**config.mk**
```make
export PLATFORM = sky130hd
export DESIGN_NAME = debounce_bank
export DESIGN_NICKNAME = d
export VERILOG_FILES = /design/src/rtl/debounce_bank_pkg.sv /design/src/rtl/debounce_channel.sv /design/src/rtl/debounce_bank.sv
export SDC_FILE = /design/constraint.sdc
export NUM_CORES = 1
export LEC_CHECK = 0
export CAP_MARGIN = 15
export CORE_UTILIZATION = 57
export DETAILED_ROUTE_END_ITERATION = 12
export PLACE_DENSITY_LB_ADDON = 0.05
export SKIP_CTS_REPAIR_TIMING = 1
export SLEW_MARGIN = 20
export SYNTH_ARGS = -nofsm -noshare
export SYNTH_HDL_FRONTEND = slang
export SYNTH_HIERARCHICAL = 1
export SYNTH_SLANG_ARGS = --single-unit
```
**constraint.sdc**
```tcl
create_clock -name clk -period 2.3 [get_ports clk]
set_input_delay 0.345 -clock clk [delete_from_list [all_inputs] [get_ports clk]]
set_output_delay 0.345 -clock clk [all_outputs]
set_load 0.05 [all_outputs]
```
**src/rtl/debounce_bank_pkg.sv**
```systemverilog
// debounce_bank_pkg: shared constants and helpers for the button front end.
// Provides the ms-to-cycles conversion, counter width helpers and the
// hold/auto-repeat FSM state encoding used by every channel.
package debounce_bank_pkg;

    typedef enum logic [1:0] {
        ST_RELEASED  = 2'd0,
        ST_HELD      = 2'd1,
        ST_REPEATING = 2'd2
    } hold_state_t;

    // Converts a duration in milliseconds to clock cycles.
    function automatic int ms_to_cycles(input int clk_freq, input int ms);
        return (clk_freq / 1000) * ms;
    endfunction

    function automatic int max2(input int a, input int b);
        return (a > b) ? a : b;
    endfunction

    // Width of a counter that must be able to hold the value 'terminal'.
    function automatic int cnt_width(input int terminal);
        return (terminal < 1) ? 1 : $clog2(terminal + 1);
    endfunction

endpackage

```
**src/rtl/debounce_channel.sv**
```systemverilog
// debounce_channel: one button channel (2FF sync, debounce, edge pulses, hold/auto-repeat).
// Ports: clk, rst (sync, active-high), pin (polarity-normalised raw input),
//        level/press_pulse/rel_pulse/rpt_pulse (registered outputs), press_nxt (combinational press strobe).
module debounce_channel
    import debounce_bank_pkg::*;
#(
    parameter int DB   = 4,
    parameter int HOLD = 10,
    parameter int RPT  = 3
)
(
    input  logic clk,
    input  logic rst,
    input  logic pin,
    output logic level,
    output logic press_pulse,
    output logic rel_pulse,
    output logic rpt_pulse,
    output logic press_nxt
);

    localparam int DW = cnt_width(DB);
    localparam int HW = cnt_width(max2(HOLD, RPT));

    localparam logic [DW-1:0] DB_LAST   = DW'(DB - 1);
    localparam logic [HW-1:0] HOLD_LAST = HW'(HOLD - 1);
    // Parking value for the single long-press mode: one past the terminal
    // count, so the pulse condition can never match again while held.
    localparam logic [HW-1:0] HOLD_PARK = HW'(HOLD);
    localparam logic [HW-1:0] RPT_LAST  = HW'((RPT > 0) ? RPT - 1 : 0);

    logic          sync1;
    logic          sync2;
    logic [DW-1:0] dcount;
    logic          accept;
    logic          rel_nxt;
    logic          rpt_nxt;

    hold_state_t   state_q;
    hold_state_t   state_d;
    logic [HW-1:0] hcount_q;
    logic [HW-1:0] hcount_d;

    // Synchroniser resets to the inactive level so reset never fakes a press.
    always_ff @(posedge clk) begin
        if (rst) begin
            sync1 <= 1'b0;
            sync2 <= 1'b0;
        end else begin
            sync1 <= pin;
            sync2 <= sync1;
        end
    end

    assign accept    = (sync2 != level) && (dcount == DB_LAST);
    assign press_nxt = accept && sync2;
    assign rel_nxt   = accept && !sync2;

    always_ff @(posedge clk) begin
        if (rst) begin
            level       <= 1'b0;
            dcount      <= '0;
            press_pulse <= 1'b0;
            rel_pulse   <= 1'b0;
        end else begin
            press_pulse <= press_nxt;
            rel_pulse   <= rel_nxt;
            if (sync2 == level) begin
                dcount <= '0;
            end else if (dcount == DB_LAST) begin
                level  <= sync2;
                dcount <= '0;
            end else begin
                dcount <= dcount + 1'b1;
            end
        end
    end

    // Hold FSM: state register
    always_ff @(posedge clk) begin
        if (rst) begin
            state_q   <= ST_RELEASED;
            hcount_q  <= '0;
            rpt_pulse <= 1'b0;
        end else begin
            state_q   <= state_d;
            hcount_q  <= hcount_d;
            rpt_pulse <= rpt_nxt;
        end
    end

    // Hold FSM: next state. A release on the same edge as a terminal count wins.
    always_comb begin
        state_d  = state_q;
        hcount_d = hcount_q;
        if (rel_nxt) begin
            state_d  = ST_RELEASED;
            hcount_d = '0;
        end else begin
            case (state_q)
                ST_RELEASED: begin
                    if (press_nxt) begin
                        state_d  = ST_HELD;
                        hcount_d = '0;
                    end
                end
                ST_HELD: begin
                    if (hcount_q == HOLD_LAST) begin
                        if (RPT > 0) begin
                            state_d  = ST_REPEATING;
                            hcount_d = '0;
                        end else begin
                            hcount_d = HOLD_PARK;
                        end
                    end else if (hcount_q != HOLD_PARK) begin
                        hcount_d = hcount_q + 1'b1;
                    end
                end
                ST_REPEATING: begin
                    if (hcount_q == RPT_LAST) begin
                        hcount_d = '0;
                    end else begin
                        hcount_d = hcount_q + 1'b1;
                    end
                end
                default: begin
                    state_d  = ST_RELEASED;
                    hcount_d = '0;
                end
            endcase
        end
    end

    // Hold FSM: outputs
    always_comb begin
        rpt_nxt = 1'b0;
        if (!rel_nxt) begin
            case (state_q)
                ST_HELD:      rpt_nxt = (hcount_q == HOLD_LAST);
                ST_REPEATING: rpt_nxt = (hcount_q == RPT_LAST);
                default:      rpt_nxt = 1'b0;
            endcase
        end
    end

endmodule

```
**src/rtl/debounce_bank.sv**
```systemverilog
// debounce_bank: multi-channel button front end with selectable pin polarity.
// Ports: clk, rst (sync, active-high), btn_in[NUM_CH] raw pins; btn_level, btn_press,
//        btn_release, btn_repeat per channel (active-high), any_press (OR of btn_press, same cycle).
module debounce_bank
    import debounce_bank_pkg::*;
#(
    parameter int NUM_CH      = 4,
    parameter int CLK_FREQ    = 100_000_000,
    parameter int DEBOUNCE_MS = 20,
    parameter int HOLD_MS     = 500,
    parameter int REPEAT_MS   = 100,
    parameter int ACTIVE_LOW  = 0
)
(
    input  logic              clk,
    input  logic              rst,
    input  logic [NUM_CH-1:0] btn_in,
    output logic [NUM_CH-1:0] btn_level,
    output logic [NUM_CH-1:0] btn_press,
    output logic [NUM_CH-1:0] btn_release,
    output logic [NUM_CH-1:0] btn_repeat,
    output logic              any_press
);

    localparam int DB   = ms_to_cycles(CLK_FREQ, DEBOUNCE_MS);
    localparam int HOLD = ms_to_cycles(CLK_FREQ, HOLD_MS);
    localparam int RPT  = ms_to_cycles(CLK_FREQ, REPEAT_MS);

    logic [NUM_CH-1:0] pin_n;
    logic [NUM_CH-1:0] press_nxt;

    assign pin_n = (ACTIVE_LOW != 0) ? ~btn_in : btn_in;

    for (genvar g = 0; g < NUM_CH; g++) begin : g_ch
        debounce_channel #(
            .DB   (DB),
            .HOLD (HOLD),
            .RPT  (RPT)
        ) u_ch (
            .clk         (clk),
            .rst         (rst),
            .pin         (pin_n[g]),
            .level       (btn_level[g]),
            .press_pulse (btn_press[g]),
            .rel_pulse   (btn_release[g]),
            .rpt_pulse   (btn_repeat[g]),
            .press_nxt   (press_nxt[g])
        );
    end

    // Registered from the channels' press strobes so it lines up with btn_press.
    always_ff @(posedge clk) begin
        if (rst) begin
            any_press <= 1'b0;
        end else begin
            any_press <= |press_nxt;
        end
    end

endmodule

```
==> results of run 1 <==
stage by stage:
| stage | hold WS (ns) | utilization, % | area, um2 | power [uW] | setup TNS [ns] |
|---|---|---|---|---|---|
| 6_report | 0.424 | 69.9 | 14100 | 8230 | -0.0194 |
| 3_5_place_dp | 0.436 | 64.8 | 13100 | 4070 | -0.00487 |
| 4_1_cts | 0.409 | 69.1 | 14000 | 8320 | -0.00877 |
| 5_1_grt | 0.415 | 69.9 | 14100 | 8460 | -0.882 |
| 3_3_place_gp | 0.423 | 64.8 | 13100 | 4070 | 0 |
| 2_1_floorplan | 0.414 | - | 11800 | 4000 | -0.150 |
layer usage:
layer	track usage [%]	routed length, um	vias up	share of wire (%)
li1	-	-	5522	-
met1	35.5	13000	5160	47
met2	44.0	13200	255	47
met3	3.04	1210	49	4.3
met4	7.42	575	0	2.0
met5	0	0	-	0
cells by family (layout without fill, tap and decap cells):
logic type / after synthesis / after routing
xor gates and xnor gates: 74 / 74
AOI/OAI and AO/OA: 229 / 229
buffers and inverters: 112 / 241
adders and majority gates: 24 / 24
DFF: 221 / 221
muxes: 5 / 5
and+or+nand+nor: 769 / 769
state kept, by name (all words and copies together), names as in the netlist:
register / flops
g_ch.u_ch/state_q: 8
g_ch.u_ch/sync1: 4
any_press: 1
g_ch.u_ch/rel_pulse: 4
g_ch.u_ch/rpt_pulse: 4
g_ch.u_ch/sync2: 4
g_ch.u_ch/press_pulse: 4
g_ch.u_ch/hcount_q: 104
g_ch.u_ch/dcount: 84
g_ch.u_ch/level: 4
how the worst min path moves through the flow:
stage | cells past startpoint | to | start
after floorplan | 1 | g_ch[0].u_ch/sync2 | g_ch[0].u_ch/sync1
after global placement | 1 | g_ch[3].u_ch/sync2 | g_ch[3].u_ch/sync1
after detailed placement | 1 | g_ch[0].u_ch/sync2 | g_ch[0].u_ch/sync1
after CTS | 2 | g_ch[3].u_ch/sync1 | btn_in[3]
after global routing | 2 | g_ch[3].u_ch/sync1 | btn_in[3]
final | 2 | g_ch[3].u_ch/sync1 | btn_in[3]
power by group through the flow:
| stage | Clock (uW) | Combinational, uW | Sequential (uW) |
|---|---|---|---|
| floorplan | 0 | 75.0 | 3920 |
| global placement | 0 | 144 | 3930 |
| finish | 4240 | 146 | 3840 |
| CTS | 4340 | 146 | 3840 |
| detailed placement | 0 | 146 | 3930 |
| global route | 4470 | 157 | 3840 |
synth_stat cells (all sizes together) (27+ instances only):
cell | instances | share of area [%]
a21oi | 27 | 1.3
nand3 | 159 | 7.0
buf | 51 | 2.6
a31oi | 59 | 3.1
dfxtp | 221 | 38
nor4 | 27 | 1.6
nor2 | 170 | 5.4
xor2 | 42 | 3.1
xnor2 | 32 | 2.4
nand2 | 167 | 5.4
nor3 | 42 | 1.8
nand4 | 39 | 2.2
inv | 39 | 1.2
final cells by class:
| type | instances | area [um2] |
|---|---|---|
| Sequential cell | 221 | 4440 |
| Clock buffer | 30 | 684 |
| Inverter | 39 | 146 |
| Tap cell | 270 | 338 |
| Multi-Input combinational cell | 1101 | 6970 |
| Fill cell | 1655 | 6090 |
| Timing Repair Buffer | 158 | 1360 |
| Clock inverter | 14 | 203 |
worst reg2reg max path, stage by stage, from the launching register on:
cell and delay (ns):
dfxtp_2 0.32, nand4b_1 0.16, or4_4 0.57, o31ai_4 0.38
nand2_4 0.11, or4b_1 0.50, a31oi_1 0.18
==> flow_summary.ini, run 1 <==
[power_and_ir_drop]
power.share.sequential_pct = 46.7
switchingPower_uw = 1670
clkPwrFrac_pct = 51.6
cellInternalPower_uw = 6560
power_density_nw_per_um2 = 582
pwr-share-comb_pct = 1.8
switching_share_pct = 20.2
p_leak_uw = 0.00468
ir_worst_vdd_v = 0.000587

[routing]
drt_iter0_markers = 655
num_vias = 10986
drcViolationCount = 0
drt_wl_total_um = 28100
routedWlPerCell_um = 15.3
routed_via_density = 5.99
dr.pass1.iters = 6
ant_nets = 0

[layout]
layout_commonest_cell = dfxtp_1
final_cell_mix = 213 x dfxtp_1, 168 x nor2_1, 163 x nand2_1
drive_gt1_share_pct = 15.9
fin_cells = 1833
fin_nets = 1575
area_delta_synth_final_pct = 20.4
diodes = 0

[global_route]
grt_max_degree = 34
grt-ovfl-total = 0
grt_antenna_before_repair = 0
grt_pass1_wl_um = 47600
grt_pass1_vias = 10133
grt_use_total_pct = 26.2

[sta]
max_freq_ghz = 0.431
min_period_ns = 2.32
report.final.setup_viol = 1
period_share_pct = 101
setup_slack_ns = -0.0194
worst_clock_skew_ns = 0.00808
rsz0062_at_grt = yes
finalHoldViolations = 0
drv_slew = 0
worst_slew_pin_slew_ns = 0.636
relSlewSlack_pct = 57.2

[worst_setup_path]
cp.depth = 6
cpPeakStageDelay_ns = 0.57
cpLargestDelayFamily = simple AND/OR/NAND/NOR gates
worstSetupPathType = flip-flop to flip-flop
reg2reg_slack_ns = -0.02
crit_start = g_ch[3].u_ch/dcount[16]
crit_chain = nand4b_1 -> or4_4 -> o31ai_4 -> nand2_4 -> or4b_1 -> a31oi_1
worstReg2RegStart = g_ch[3].u_ch/dcount[16]
worstPathRequired_ns = 2.73
crit_path_top_delay_cell = or4_4
cp-start-kind = flip-flop
r2r_cells = 6
worst-path-buf-inv = 0
r2r_end = g_ch[3].u_ch/hcount_q[21]
crit_end = g_ch[3].u_ch/hcount_q[21]
crit_path_max_fanout = 7
arrival_ns = 2.75
worstSetupEndpointType = flip-flop

[flow_run]
drv_cap = 0

[die]
dieArea_um2 = 21200
ioPinCount = 23
die_h_um = 146
fp.dieW_um = 146
rows = 52
core_area_um2 = 20200
initial_core_util_pct = 58.0

[clocking]
insertion_delay_ns = 0.51
cts.path.max_buffers = 3
clock_sinks = 221
cts_tree = done
cts_root_buf = clkbuf_16
htree_levels = 1
cts_buffers = 24
path_clk_slew_ns = 0.06

[logic_synthesis]
synth-compound-area-share_pct = 14.7
synth_top_family_by_area = simple AND/OR/NAND/NOR gates
synth_seq_area_share_pct = 37.7
synth_nets = 1464
synth_cell_types = 68
synth-warning-count = 6
synth.area.mux_share_pct = 0.426
synth_ff_type = dfxtp_1
synth_enable_flop_cells = 0
avgSynthCellArea_um2 = 8.19
netlist_area_um2 = 11700
synthXorXnorAreaFrac_pct = 5.52
synth-seq-cells = 221
synthAdderAreaFrac_pct = 2.56
syn_inst = 1434
synthArstFlopShare_pct = 0
yosys.area_share.simple_pct = 34.6

[placed_design]
hpwlAfterDp_um = 19500
dp_worst_setup_slack_ns = -0.00487
routabilityCongestion = 0.888
dp_cells = 1785
port_buffers = 22

[run_status]
status = finished with violations
violations = negative setup slack

[min_path]
hold_path_class = primary input to flip-flop
Note: power is estimated with default switching activity, not from simulation.
==> inputs of run 2 (changes only) <==
ABC_CLOCK_PERIOD_IN_PS = 2300   (was not set)
==> results of run 2 <==
Same layout as run 1: the final DEF is identical, and so are final timing and power.
